`config.mk`:
```
export PLATFORM = sky130hd
export DESIGN_NAME = uart_rx_ovs
export DESIGN_NICKNAME = d
export VERILOG_FILES = /design/src/rtl/uart_rx_ovs.sv
export SDC_FILE = /design/constraint.sdc
export NUM_CORES = 1
export LEC_CHECK = 0
export CAP_MARGIN = 20
export CORE_MARGIN = 10
export CORE_UTILIZATION = 35
export CTS_BUF_LIST = sky130_fd_sc_hd__clkbuf_4
export CTS_CLUSTER_SIZE = 16
export DETAILED_ROUTE_END_ITERATION = 7
export GPL_ROUTABILITY_DRIVEN = 0
export PLACE_DENSITY = 0.58
export SETUP_SLACK_MARGIN = 0.4
export SLEW_MARGIN = 30
export SYNTH_ARGS = -nofsm -noshare
export SYNTH_HDL_FRONTEND = slang
export SYNTH_SLANG_ARGS = --single-unit
```
`constraint.sdc`:
```
create_clock -name clk -period 2.3 [get_ports clk]
set_input_delay 0.575 -clock clk [delete_from_list [all_inputs] [get_ports clk]]
set_output_delay 0.575 -clock clk [all_outputs]
set_load 0.05 [all_outputs]
```
`src/rtl/uart_rx_ovs.sv`:
```
// uart_rx_ovs: oversampling UART receiver, 8 data bits, LSB first, idle-high.
// Each bit is the majority vote of three samples around the bit centre.
// Define UART_RX_PARITY_EN to accept frames with a parity bit between the
// data and the stop bit.
// CLKS_PER_BIT must be even and >= 8.
module uart_rx_ovs #(
   parameter int CLKS_PER_BIT = 16,
   parameter bit ODD_PARITY   = 1'b0
) (
   input  logic       clk,
   input  logic       rst,
   input  logic       rxd,
   output logic [7:0] rx_data,
   output logic       rx_data_fresh,
   output logic       framing_err,
   output logic       glitch_err,
   output logic       parity_err,
   output logic       rx_busy
);

   localparam int H  = CLKS_PER_BIT / 2;
   localparam int PW = $clog2(CLKS_PER_BIT);

   localparam logic [PW-1:0] PH_S0   = PW'(H - 1);
   localparam logic [PW-1:0] PH_S1   = PW'(H);
   localparam logic [PW-1:0] PH_DEC  = PW'(H + 1);
   localparam logic [PW-1:0] PH_LAST = PW'(CLKS_PER_BIT - 1);

`ifdef UART_RX_PARITY_EN
   typedef enum logic [2:0] {
      IDLE   = 3'd0,
      START  = 3'd1,
      DATA   = 3'd2,
      PARITY = 3'd3,
      STOP   = 3'd4,
      BRK    = 3'd5
   } state_t;
`else
   typedef enum logic [2:0] {
      IDLE   = 3'd0,
      START  = 3'd1,
      DATA   = 3'd2,
      STOP   = 3'd4,
      BRK    = 3'd5
   } state_t;
`endif

   state_t          state;
   logic            sync1;
   logic            rxd_s;
   logic [PW-1:0]   phase;
   logic [2:0]      bit_cnt;
   logic            s0;
   logic            s1;
   logic [7:0]      shift;
   logic            decide;
   logic            maj;

   // Majority of the two stored samples and the live one, valid at the decision phase.
   always_comb begin
      decide = (phase == PH_DEC);
      maj    = (s0 & s1) | (s0 & rxd_s) | (s1 & rxd_s);
   end

   // Two-flop synchroniser for the asynchronous line; idles high.
   always_ff @(posedge clk) begin
      if (rst) begin
         sync1 <= 1'b1;
         rxd_s <= 1'b1;
      end else begin
         sync1 <= rxd;
         rxd_s <= sync1;
      end
   end

`ifdef UART_RX_PARITY_EN
   logic par_bit;
`endif

   // Receive FSM: phase counting, sampling, bit assembly and strobe generation.
   always_ff @(posedge clk) begin
      if (rst) begin
         state         <= IDLE;
         phase         <= '0;
         bit_cnt       <= '0;
         s0            <= 1'b1;
         s1            <= 1'b1;
         shift         <= '0;
         rx_data       <= 8'h00;
         rx_data_fresh <= 1'b0;
         framing_err   <= 1'b0;
         glitch_err    <= 1'b0;
         rx_busy       <= 1'b0;
`ifdef UART_RX_PARITY_EN
         par_bit       <= 1'b0;
         parity_err    <= 1'b0;
`endif
      end else begin
         rx_data_fresh <= 1'b0;
         framing_err   <= 1'b0;
         glitch_err    <= 1'b0;
`ifdef UART_RX_PARITY_EN
         parity_err    <= 1'b0;
`endif
         // Phase is pinned to 0 while idle so the start edge defines phase 0.
         if (state == IDLE || phase == PH_LAST) begin
            phase <= '0;
         end else begin
            phase <= phase + 1'b1;
         end
         if (phase == PH_S0) begin
            s0 <= rxd_s;
         end
         if (phase == PH_S1) begin
            s1 <= rxd_s;
         end

         case (state)
            IDLE: begin
               if (!rxd_s) begin
                  state   <= START;
                  rx_busy <= 1'b1;
               end
            end
            START: begin
               if (decide) begin
                  if (maj) begin
                     glitch_err <= 1'b1;
                     state      <= IDLE;
                     rx_busy    <= 1'b0;
                  end else begin
                     state   <= DATA;
                     bit_cnt <= '0;
                  end
               end
            end
            DATA: begin
               if (decide) begin
                  shift   <= {maj, shift[7:1]};
                  bit_cnt <= bit_cnt + 3'd1;
                  if (bit_cnt == 3'd7) begin
`ifdef UART_RX_PARITY_EN
                     state <= PARITY;
`else
                     state <= STOP;
`endif
                  end
               end
            end
`ifdef UART_RX_PARITY_EN
            PARITY: begin
               if (decide) begin
                  par_bit <= maj;
                  state   <= STOP;
               end
            end
`endif
            STOP: begin
               if (decide) begin
                  if (maj) begin
                     // Leave at the stop-bit centre so a following start edge is not missed.
                     rx_data       <= shift;
                     rx_data_fresh <= 1'b1;
`ifdef UART_RX_PARITY_EN
                     parity_err    <= par_bit ^ (^shift) ^ ODD_PARITY;
`endif
                     state         <= IDLE;
                     rx_busy       <= 1'b0;
                  end else begin
                     framing_err <= 1'b1;
                     state       <= BRK;
                  end
               end
            end
            BRK: begin
               // Line held low: wait for idle without raising further strobes.
               if (rxd_s) begin
                  state   <= IDLE;
                  rx_busy <= 1'b0;
               end
            end
            default: begin
               state   <= IDLE;
               rx_busy <= 1'b0;
            end
         endcase
      end
   end

`ifndef UART_RX_PARITY_EN
   // No parity bit in the frame, so the strobe stays low; ODD_PARITY has no effect here.
   assign parity_err = ODD_PARITY & 1'b0;
`endif

endmodule

```
==> impl_table.tex, run 1 <==
\begin{tabular}{lr}
\hline
Metric & Value \\
\hline
\multicolumn{2}{l}{\textbf{Outcome}} \\
\quad Outcome & finished clean \\
\multicolumn{2}{l}{\textbf{Timing}} \\
\quad Clock Skews & 0.00680 ns \\
\quad Number of hold-slack violations in the final timing report & 0 \\
\quad Tcrit/Tclk final & 0.801 \\
\quad Worst-margin pin slew & 0.553 ns \\
\quad Max-slew violation total from the final report & 0 \\
\quad Post-Route Setup TNS & 0 ns \\
\quad Max frequency & 543 MHz \\
\quad Setup repair after global routing missed its margin & no \\
\quad WHS & 0.422 ns \\
\quad Final period demand of the worst path & 1.84 ns \\
\quad Number of setup violations in the final report & 0 \\
\quad Headroom to the max-slew limit & 0.628 \\
\multicolumn{2}{l}{\textbf{Power}} \\
\quad NetSw & 0.000251 W \\
\quad Worst supply voltage drop on vdd & 0.000289 V \\
\quad Share of total power consumed by net switching & 0.209 \\
\quad Leakage component of the power & 0.736 nW \\
\quad Relative contribution of combinational cells to total power & 0.043 \\
\quad Portion of total power attributed to sequential cells & 0.502 \\
\quad Internal power consumption & 0.000948 W \\
\quad Clock network fraction of total power & 0.455 \\
\quad Overall power consumption & 0.00120 W \\
\quad Power density over cell area & 699 nW/um2 \\
\multicolumn{2}{l}{\textbf{Route}} \\
\quad Total wirelength of the detailed-routed design & 2.92 mm \\
\quad Routed len/inst & 12.5 um \\
\quad Vias per cell & 4.96 \\
\quad Met3 wire length & 126 um \\
\quad Pre-antenna DRT Iters & 4 \\
\quad Top routing layer in use & met4 \\
\quad Sum of routed wire segments on met1 & 1.32 mm \\
\quad Violation count after the first detailed-routing iteration & 104 \\
\quad Met2 WL & 1.36 mm \\
\quad Number of antenna-violating nets in the routed design & 0 \\
\quad DRC & 0 \\
\quad Vias after detailed routing & 1156 \\
\multicolumn{2}{l}{\textbf{Setup path}} \\
\quad Crit. End Element & primary output \\
\quad Largest fanout on the critical path & 3 \\
\quad CP startpoint kind & flip-flop \\
\quad Cells along the critical path & dlygate4sd2\_1 \\
\quad Cell with the largest stage delay on the worst path & dlygate4sd2\_1 \\
\quad Arrival time at the worst endpoint & 1.27 ns \\
\quad Top Family by Delay on Critical Path & buffers and inverters \\
\quad Data required time of the critical path & 1.73 ns \\
\quad Number of buffer and inverter instances along the worst setup path & 1 \\
\quad Delay of the slowest cell on the worst path & 0.56 ns \\
\quad Classification of the worst setup path & flip-flop to primary output \\
\multicolumn{2}{l}{\textbf{Yosys}} \\
\quad Count of flip-flops with a built-in enable after synthesis & 0 \\
\quad Number of distinct standard cells referenced by the synthesized netlist & 36 \\
\quad Count of synthesis-stage warnings from yosys & 0 \\
\quad Mapped Area & 1480 um2 \\
\quad Mean cell area of the mapped netlist & 8.71 um2 \\
\quad Seq cells post-synth & 34 \\
\quad Top cells by area in the synthesized netlist & dfxtp\_1, mux2i\_1, nand2\_1 \\
\quad Async set-reset flop share out of synthesis & 0 \\
\quad Share of the synthesized area in the top cell type & 0.459 \\
\quad Flip-flop cell with the highest count after synthesis & dfxtp\_1 \\
\quad Net count after synthesis & 178 \\
\quad Sequential-to-total area share from yosys stat & 0.459 \\
\quad Post-synthesis cell count & 170 \\
\quad Top post-synthesis cells by count & dfxtp\_1, nand2\_1, nor2\_1, a21oi\_1, mux2i\_1 \\
\quad Most instantiated library cell after synthesis & dfxtp\_1 \\
\quad Leading area contributor after synthesis & dfxtp\_1 \\
\multicolumn{2}{l}{\textbf{Cells and area}} \\
\quad Area of all sequential standard cells & 681 um2 \\
\quad Fraction of final layout cells sized beyond drive strength 1 & 0.0820 \\
\quad Post-layout net count & 190 \\
\quad Final non-filler cell total & 233 \\
\quad Count of fill cells added during filler insertion & 428 \\
\quad Total area of multi-input combinational cells & 706 um2 \\
\quad Antenna Diode Count & 0 \\
\quad Layout-stage area growth over the synthesis result & 15.9\% \\
\multicolumn{2}{l}{\textbf{Clock tree}} \\
\quad Worst-path clk slew & 0.11 ns \\
\quad Clock tree from TritonCTS & yes \\
\quad Inserted Clock Buffers & 5 \\
\quad Buffer levels on the longest clock path & 2 \\
\quad Number of sinks on the clock net & 34 \\
\quad H-tree depth & 2 \\
\quad Root Buffer Master & clkbuf\_4 \\
\quad Worst skew pair latency & 0.35 ns \\
\multicolumn{2}{l}{\textbf{Flow run}} \\
\quad Number of max-capacitance violations reported & 0 \\
\multicolumn{2}{l}{\textbf{Floorplanning}} \\
\quad Chip width & 85.1 um \\
\quad Top Ports & 16 \\
\quad DIE AREA & 7240 um2 \\
\quad Vertical extent of the die & 85.1 um \\
\quad Core box area & 4060 um2 \\
\quad Row count & 23 \\
\quad Starting density of the core & 0.365 \\
\multicolumn{2}{l}{\textbf{Place}} \\
\quad Number of port buffers & 14 \\
\quad Sum of net half-perimeters after detailed placement & 2.13 mm \\
\quad Total instance count after detailed placement & 225 \\
\multicolumn{2}{l}{\textbf{Global routing}} \\
\quad GR Overflow Total & 0 \\
\quad Initial antenna violation count & 0 \\
\quad Number of global-route vias before repair & 1093 \\
\quad Largest net degree at the start of global routing & 18 \\
\quad Global-route usage over all layers & 0.0852 \\
\quad First-pass GRT wire length & 4.98 mm \\
\multicolumn{2}{l}{\textbf{Min path}} \\
\quad Path category of the worst min-delay check & flip-flop to flip-flop \\
\hline
\end{tabular}
-- sequential cells by signal, indices dropped and copies added (netlist names) --
signal,flops
glitch_err,1
rx_data,8
bit_cnt,3
state,3
shift,8
rxd_s,1
rx_busy,1
rx_data_fresh,1
phase,4
sync1,1
s1,1
s0,1
framing_err,1
-- power groups by stage --
stage	Clock (W)	Sequential (W)	Combinational [W]
after floorplan	0	0.000615	0.0000397
after global placement	0	0.000616	0.0000512
after detailed placement	0	0.000616	0.0000527
after CTS	0.000561	0.000603	0.0000520
after global routing	0.000582	0.000604	0.0000577
final	0.000546	0.000603	0.0000513
-- metrics by stage --
step	utilization	instance area [um2]	setup slack (ns)
after floorplan	-	1480	0.875
final	0.423	1720	0.457
after global routing	0.423	1720	0.402
after CTS	0.423	1720	0.443
after detailed placement	0.402	1630	0.529
after global placement	0.402	1630	0.573
-- layout make-up --
class | instances | area share
well taps | 50 | 0.0364
repair buffers | 17 | 0.0860
flip-flops and latches | 34 | 0.397
multi-input cells | 119 | 0.411
clock inverters | 3 | 0.0372
clock buffers | 5 | 0.0219
inverters | 5 | 0.0109
-- metal layers --
metal,vias to the layer above,global-route usage
met5,-,0
met4,0,0.0689
met1,536,0.0914
met2,15,0.131
met3,10,0.0315
li1,595,-
-- kinds of logic (layout without fill, tap and decap cells) --
family	count (synthesis)	in the layout	share of synthesized area
buf+inv	17	30	0.0642
simple gates	69	69	0.220
compound gates	32	32	0.132
xor+xnor	2	2	0.0118
flops	34	34	0.459
mux	9	9	0.0608
other cells	1	1	0.00253
fa+ha+maj	6	6	0.0498
-- timing repair --
| item | in CTS | in global routing |
|---|---|---|
| gates resized for setup | 12 | 0 |
| hold buffers | 0 | 0 |
| endpoints found under the setup margin | 12 | 0 |
| buffers inserted | 0 | 0 |
-- cells in the final DEF, fill, tap and decap left out, types with 5 or more instances in the layout --
cell type,Yosys,final
nand2_1,23,23
nand3_1,5,5
nand2b_1,5,5
inv_1,5,5
dlygate4sd2_1,0,12
clkbuf_4,0,5
nor2_1,22,22
o21ai_0,5,5
mux2i_1,9,9
a21oi_1,14,14
ha_1,5,5
dfxtp_1,34,34
-- final timing paths --
check / start / slack (ns) / cells after the start / endpoint
worst max register to register: phase[0] / 0.53 / 5 / bit_cnt[0]
worst max-delay path: rx_busy / 0.46 / 1 / rx_busy
worst min-delay path: sync1 / 0.42 / 1 / rxd_s
worst min register to register: sync1 / 0.42 / 1 / rxd_s
Note: power is estimated with default switching activity, not from simulation.
==> run 2: changes to the inputs <==
Clock period 2.3 ns to 1.7 ns, I/O delays scaled along.
==> run 2 against run 1 <==
Hold slack got worse by 0.0030 ns. First-iteration DRC count rose by 9.6%. Clock power decreased by 16%. Via count increased by 10%. Final area rose by 15%. Core utilization grew 6.5 points. Routed wire length rose by 17%. Largest power group unchanged.
==> impl_table.tex, run 2 (synthesis gave the netlist of run 1 again) <==
\begin{tabular}{lr}
\hline
Metric & Value \\
\hline
\multicolumn{2}{l}{\textbf{Clock tree}} \\
\quad Inserted Clock Buffers & 5 \\
\quad Worst-path clk slew & 0.11 ns \\
\quad Number of sinks on the clock net & 34 \\
\quad Worst skew pair latency & 0.34 ns \\
\quad Buffer levels on the longest clock path & 2 \\
\quad Number of hold buffers added after cts & 0 \\
\quad Clock tree from TritonCTS & yes \\
\quad Root Buffer Master & clkbuf\_4 \\
\quad H-tree depth & 2 \\
\multicolumn{2}{l}{\textbf{Route}} \\
\quad Vias per cell & 5.20 \\
\quad Number of antenna-violating nets in the routed design & 0 \\
\quad Total wirelength of the detailed-routed design & 3.43 mm \\
\quad Pre-antenna DRT Iters & 4 \\
\quad Routed len/inst & 14.0 um \\
\quad Violation count after the first detailed-routing iteration & 114 \\
\quad DRC & 0 \\
\quad Vias after detailed routing & 1273 \\
\multicolumn{2}{l}{\textbf{Setup path}} \\
\quad Data required time of the critical path & 1.94 ns \\
\quad Delay of the slowest cell on the worst path & 0.34 ns \\
\quad Launch point of the critical path & phase[1] \\
\quad CP startpoint kind & flip-flop \\
\quad Cell with the largest stage delay on the worst path & dfxtp\_2 \\
\quad Classification of the worst setup path & flip-flop to flip-flop \\
\quad Arrival time at the worst endpoint & 1.69 ns \\
\quad Cells along the critical path & inv\_2 > ha\_4 > and3b\_2 > nand3\_4 > buf\_16 > mux2i\_2 > nor2\_1 \\
\quad Crit. End Element & flip-flop \\
\quad Largest fanout on the critical path & 5 \\
\quad Critical R2R Launch & phase[1] \\
\multicolumn{2}{l}{\textbf{Place}} \\
\quad Dpl cell area & 1660 um2 \\
\quad Sum of net half-perimeters after detailed placement & 2.09 mm \\
\quad Number of port buffers & 14 \\
\multicolumn{2}{l}{\textbf{Flow run}} \\
\quad Number of max-capacitance violations reported & 0 \\
\multicolumn{2}{l}{\textbf{Cells and area}} \\
\quad Commonest non-fill, non-tap cell in the layout & nand2\_1 \\
\quad Area of all sequential standard cells & 702 um2 \\
\quad Total area of multi-input combinational cells & 833 um2 \\
\quad Fraction of final layout cells sized beyond drive strength 1 & 0.364 \\
\quad Final non-filler cell area & 1980 um2 \\
\quad Largest registers & rx\_data x8, shift x8, phase x4 \\
\quad Most frequent cells in the layout & nand2\_1, dfxtp\_1, nor2\_1 \\
\quad Count of fill cells added during filler insertion & 366 \\
\quad Layout-stage area growth over the synthesis result & 33.6\% \\
\quad Post-layout net count & 202 \\
\quad Antenna Diode Count & 0 \\
\multicolumn{2}{l}{\textbf{Global routing}} \\
\quad Global-route usage over all layers & 0.0919 \\
\quad First-pass GRT wire length & 5.57 mm \\
\quad GR Overflow Total & 0 \\
\quad Initial antenna violation count & 0 \\
\quad Largest net degree at the start of global routing & 16 \\
\quad Number of global-route vias before repair & 1216 \\
\multicolumn{2}{l}{\textbf{Outcome}} \\
\quad Outcome & finished clean \\
\multicolumn{2}{l}{\textbf{Floorplanning}} \\
\quad DIE AREA & 7240 um2 \\
\quad Core box area & 4060 um2 \\
\quad Chip width & 85.1 um \\
\quad Starting density of the core & 0.365 \\
\quad Top Ports & 16 \\
\quad Vertical extent of the die & 85.1 um \\
\quad Row count & 23 \\
\multicolumn{2}{l}{\textbf{Power}} \\
\quad Clock network fraction of total power & 0.336 \\
\quad Internal power consumption & 0.00102 W \\
\quad Share of total power consumed by net switching & 0.253 \\
\quad NetSw & 0.000345 W \\
\quad Leakage component of the power & 0.775 nW \\
\quad Relative contribution of combinational cells to total power & 0.066 \\
\quad Power density over cell area & 690 nW/um2 \\
\quad Portion of total power attributed to sequential cells & 0.598 \\
\quad Worst supply voltage drop on vdd & 0.000384 V \\
\multicolumn{2}{l}{\textbf{Timing}} \\
\quad Post-Route Setup TNS & 0 ns \\
\quad Max frequency & 692 MHz \\
\quad Max-slew violation total from the final report & 0 \\
\quad Tcrit/Tclk final & 0.849 \\
\quad Final period demand of the worst path & 1.44 ns \\
\quad Number of hold-slack violations in the final timing report & 0 \\
\quad Clock Skews & 0.0122 ns \\
\quad Number of setup violations in the final report & 0 \\
\quad Setup repair after global routing missed its margin & yes \\
\multicolumn{2}{l}{\textbf{Min path}} \\
\quad Path category of the worst min-delay check & flip-flop to flip-flop \\
\quad Min-delay src & sync1 \\
\hline
\end{tabular}
## run 2: worst max-delay path: cells and delay by family (launching register included)
kind                     cells  cell delay, ns
AND/OR/NAND/NOR              3            0.46
buffers and inverters        2            0.23
flip-flops                   1            0.34
adder cells (fa/ha/maj)      1            0.13
multiplexers                 1            0.18
## run 2: area by class of cell
class,count,area share
Inverter,5,0.00948
Clock inverter,2,0.00695
Multi-Input combinational cell,121,0.421
Clock buffer,6,0.0228
Sequential cell,34,0.355
Tap cell,50,0.0316
Timing Repair Buffer,27,0.154
## run 2: stage by stage
step           cells  hold WS, ns  power (W)   util  setup WS (ns)
6_report         245        0.419    0.00137  0.488          0.256
5_1_grt          245        0.436    0.00143  0.488          0.176
4_1_cts          244        0.421    0.00137  0.464          0.273
3_5_place_dp     229        0.393   0.000911  0.409         0.0578
3_3_place_gp     229        0.397   0.000909  0.409          0.124
2_1_floorplan    170        0.389   0.000888      -          0.333
## run 2: power groups by stage
| stage | sequential, W | clock [W] | combinational [W] |
|---|---|---|---|
| after CTS | 0.000817 | 0.000475 | 0.0000819 |
| final | 0.000817 | 0.000458 | 0.0000902 |
| after global routing | 0.000819 | 0.000512 | 0.0000982 |
| after floorplan | 0.000834 | 0 | 0.0000542 |
| after global placement | 0.000835 | 0 | 0.0000746 |
| after detailed placement | 0.000835 | 0 | 0.0000764 |
## run 2: metal layers
metal | global-route usage | vias up | share of wire
li1 | - | 630 | -
met1 | 0.0984 | 600 | 0.41
met2 | 0.157 | 32 | 0.51
met3 | 0.0363 | 11 | 0.051
met4 | 0.0389 | 0 | 0.022
met5 | 0 | - | 0
## run 2: final timing paths
check                     to  depth (start not counted)  slack (ns)
hold reg to reg        rxd_s                          1        0.42
setup reg to reg  rx_data[2]                          7        0.26
setup / recovery  rx_data[2]                          7        0.26
hold / removal         rxd_s                          1        0.42
## run 2: timing repair
item                       CTS  global route
pin swaps                    3             5
setup buffers                4             1
resized for setup           29            26
setup endpoints to repair   34            41
gates cloned                 3             0
==> run 3: changes to the inputs <==
Clock period 1.7 ns to 1.4 ns, I/O delays scaled along.
==> run 3 against run 2 <==
Critical endpoint is now rx_data[7]. The run now ends with setup timing left. Worst setup slack lost 0.33 ns. Largest cell class unchanged. Highest routed layer unchanged. Hold slack gained 0.0018 ns. Non-clock buffer count grew 20.
==> impl_table.tex, run 3 (synthesis gave the netlist of run 1 again) <==
\begin{tabular}{lr}
\hline
Metric & Value \\
\hline
\multicolumn{2}{l}{\textbf{Outcome}} \\
\quad Outcome & complete, but fails checks \\
\quad Violations in the final reports & setup timing \\
\multicolumn{2}{l}{\textbf{Global routing}} \\
\quad Met1 Usage GRT & 0.107 \\
\quad Busiest layer in global routing & met2 \\
\quad First-pass GRT wire length & 5.91 mm \\
\quad Global-route usage over all layers & 0.0990 \\
\quad Met3 global-route usage & 0.0402 \\
\quad Initial antenna violation count & 0 \\
\quad Global Route met2 Usage & 0.163 \\
\quad Number of global-route vias before repair & 1285 \\
\quad GR Overflow Total & 0 \\
\quad Largest net degree at the start of global routing & 16 \\
\multicolumn{2}{l}{\textbf{Power}} \\
\quad Worst supply voltage drop on vdd & 0.000467 V \\
\quad Portion of total power attributed to sequential cells & 0.584 \\
\quad Internal power consumption & 0.00123 W \\
\quad Share of total power consumed by net switching & 0.270 \\
\quad Power density over cell area & 727 nW/um2 \\
\quad NetSw & 0.000456 W \\
\quad Leakage component of the power & 0.915 nW \\
\quad Clock network fraction of total power & 0.327 \\
\quad Relative contribution of combinational cells to total power & 0.090 \\
\multicolumn{2}{l}{\textbf{Timing}} \\
\quad Max frequency & 678 MHz \\
\quad Number of hold-slack violations in the final timing report & 0 \\
\quad Setup repair after global routing missed its margin & yes \\
\quad Number of setup violations in the final report & 20 \\
\quad Final period demand of the worst path & 1.47 ns \\
\quad Tcrit/Tclk final & 1.05 \\
\quad Clock Skews & 0.0115 ns \\
\quad Max-slew violation total from the final report & 0 \\
\quad Setup WS post-layout & -0.0747 ns \\
\multicolumn{2}{l}{\textbf{Setup path}} \\
\quad Data required time of the critical path & 1.65 ns \\
\quad Arrival time at the worst endpoint & 1.72 ns \\
\quad Largest fanout on the critical path & 5 \\
\quad Classification of the worst setup path & flip-flop to flip-flop \\
\quad Cells along the critical path & inv\_2 > ha\_4 > and3b\_2 > buf\_6 > nand3\_4 > buf\_12 > mux2i\_1 > nor2\_1 \\
\quad Cell depth of the worst flop-to-flop path & 8 \\
\quad Crit. End Element & flip-flop \\
\quad CP startpoint kind & flip-flop \\
\quad Worst reg-to-reg setup slack & -0.07 ns \\
\quad Delay of the slowest cell on the worst path & 0.35 ns \\
\quad Cell with the largest stage delay on the worst path & dfxtp\_2 \\
\multicolumn{2}{l}{\textbf{Clock tree}} \\
\quad Buffer levels on the longest clock path & 2 \\
\quad H-tree depth & 2 \\
\quad Inserted Clock Buffers & 5 \\
\quad Clock tree from TritonCTS & yes \\
\quad Root Buffer Master & clkbuf\_4 \\
\quad Number of sinks on the clock net & 34 \\
\quad Worst-path clk slew & 0.10 ns \\
\quad Number of hold buffers added after cts & 0 \\
\quad Worst skew pair latency & 0.36 ns \\
\multicolumn{2}{l}{\textbf{Route}} \\
\quad Vias per cell & 4.99 \\
\quad Routed len/inst & 13.8 um \\
\quad Pre-antenna DRT Iters & 4 \\
\quad DRC & 0 \\
\quad Total wirelength of the detailed-routed design & 3.63 mm \\
\quad Violation count after the first detailed-routing iteration & 68 \\
\quad Vias after detailed routing & 1313 \\
\quad Number of antenna-violating nets in the routed design & 0 \\
\multicolumn{2}{l}{\textbf{Floorplanning}} \\
\quad Vertical extent of the die & 85.1 um \\
\quad Chip width & 85.1 um \\
\quad Starting density of the core & 0.365 \\
\quad Row count & 23 \\
\quad Top Ports & 16 \\
\quad Core box area & 4060 um2 \\
\quad DIE AREA & 7240 um2 \\
\multicolumn{2}{l}{\textbf{Cells and area}} \\
\quad Area of all sequential standard cells & 709 um2 \\
\quad Antenna Diode Count & 0 \\
\quad Count of fill cells added during filler insertion & 351 \\
\quad Layout-stage area growth over the synthesis result & 56.8\% \\
\quad Final core utilization & 0.573 \\
\quad Fraction of final layout cells sized beyond drive strength 1 & 0.493 \\
\quad Post-layout net count & 220 \\
\quad Total area of multi-input combinational cells & 877 um2 \\
\quad Largest registers & rx\_data x8, shift x8, phase x4 \\
\quad Most frequent cells in the layout & nand2\_1, buf\_4, nor2\_1 \\
\multicolumn{2}{l}{\textbf{Place}} \\
\quad Sum of net half-perimeters after detailed placement & 2.37 mm \\
\quad Pre-CTS setup slack & -0.131 ns \\
\quad Number of port buffers & 14 \\
\multicolumn{2}{l}{\textbf{Min path}} \\
\quad Path category of the worst min-delay check & flip-flop to flip-flop \\
\quad Hold depth & 1 \\
\multicolumn{2}{l}{\textbf{Flow run}} \\
\quad Number of max-capacitance violations reported & 0 \\
\hline
\end{tabular}
run 3: cell count changes in the layout (fill, tap and decap cells not counted), moves of 2 or more:
cell / change
a21oi_1: -5
a21oi_2: +5
buf_12: +14
buf_4: +8
buf_8: -4
dfxtp_1: -6
dfxtp_2: +6
nand2_1: -4
nand2_2: +4
nor2_2: -2
nor2_4: +3
run 3: per-layer routing:
layer  wire [um]  vias to the layer above
li1            -                      663
met1        1540                      623
met2        1880                       18
met3         126                        9
met4          89                        0
met5           0                        -
run 3: power groups by stage:
| stage | sequential (W) | clock [W] | combinational [W] |
|---|---|---|---|
| 2_1_floorplan | 0.00101 | 0 | 0.0000745 |
| 3_3_place_gp | 0.00101 | 0 | 0.000118 |
| 3_5_place_dp | 0.00101 | 0 | 0.000121 |
| 4_1_cts | 0.000985 | 0.000561 | 0.000136 |
| 5_1_grt | 0.000987 | 0.000607 | 0.000162 |
| 6_report | 0.000985 | 0.000552 | 0.000151 |
run 3: timing repair:
item | 4_1_cts | 5_1_grt
gates cloned | 2 | 0
hold endpoints to repair | 0 | 0
endpoints found under the setup margin | 46 | 44
resized for setup | 39 | 25
pin swaps | 13 | 11
buffers inserted | 5 | 6
run 3: final cells by class:
type / instances / share of cell area
clock buffers: 5 / 0.0162
well taps: 50 / 0.0269
clock inverters: 3 / 0.00700
inverters: 5 / 0.00915
multi-input cells: 119 / 0.377
repair buffers: 47 / 0.258
flip-flops and latches: 34 / 0.305
run 3: final timing paths:
path	end	start
min	rxd_s	sync1
min reg2reg	rxd_s	sync1
max reg2reg	rx_data[7]	phase[1]
max	rx_data[7]	phase[1]
run 3: worst max-delay path: cells and delay by family, from the launching register on:
family / cells / cell delay [ns]
adders and majority gates: 1 / 0.15
buffers and inverters: 3 / 0.32
DFF: 1 / 0.35
muxes: 1 / 0.20
and+or+nand+nor: 3 / 0.36
run 3: metrics by stage:
stage	area (um2)	total power, W	hold WS (ns)	setup TNS (ns)	cells
6_report	2320	0.00169	0.421	-0.737	263
5_1_grt	2320	0.00176	0.451	-1.79	263
4_1_cts	2200	0.00168	0.430	-0.610	257
3_5_place_dp	1950	0.00113	0.400	-2.24	242
3_3_place_gp	1950	0.00112	0.399	-1.45	242
2_1_floorplan	1540	0.00109	0.389	0	170
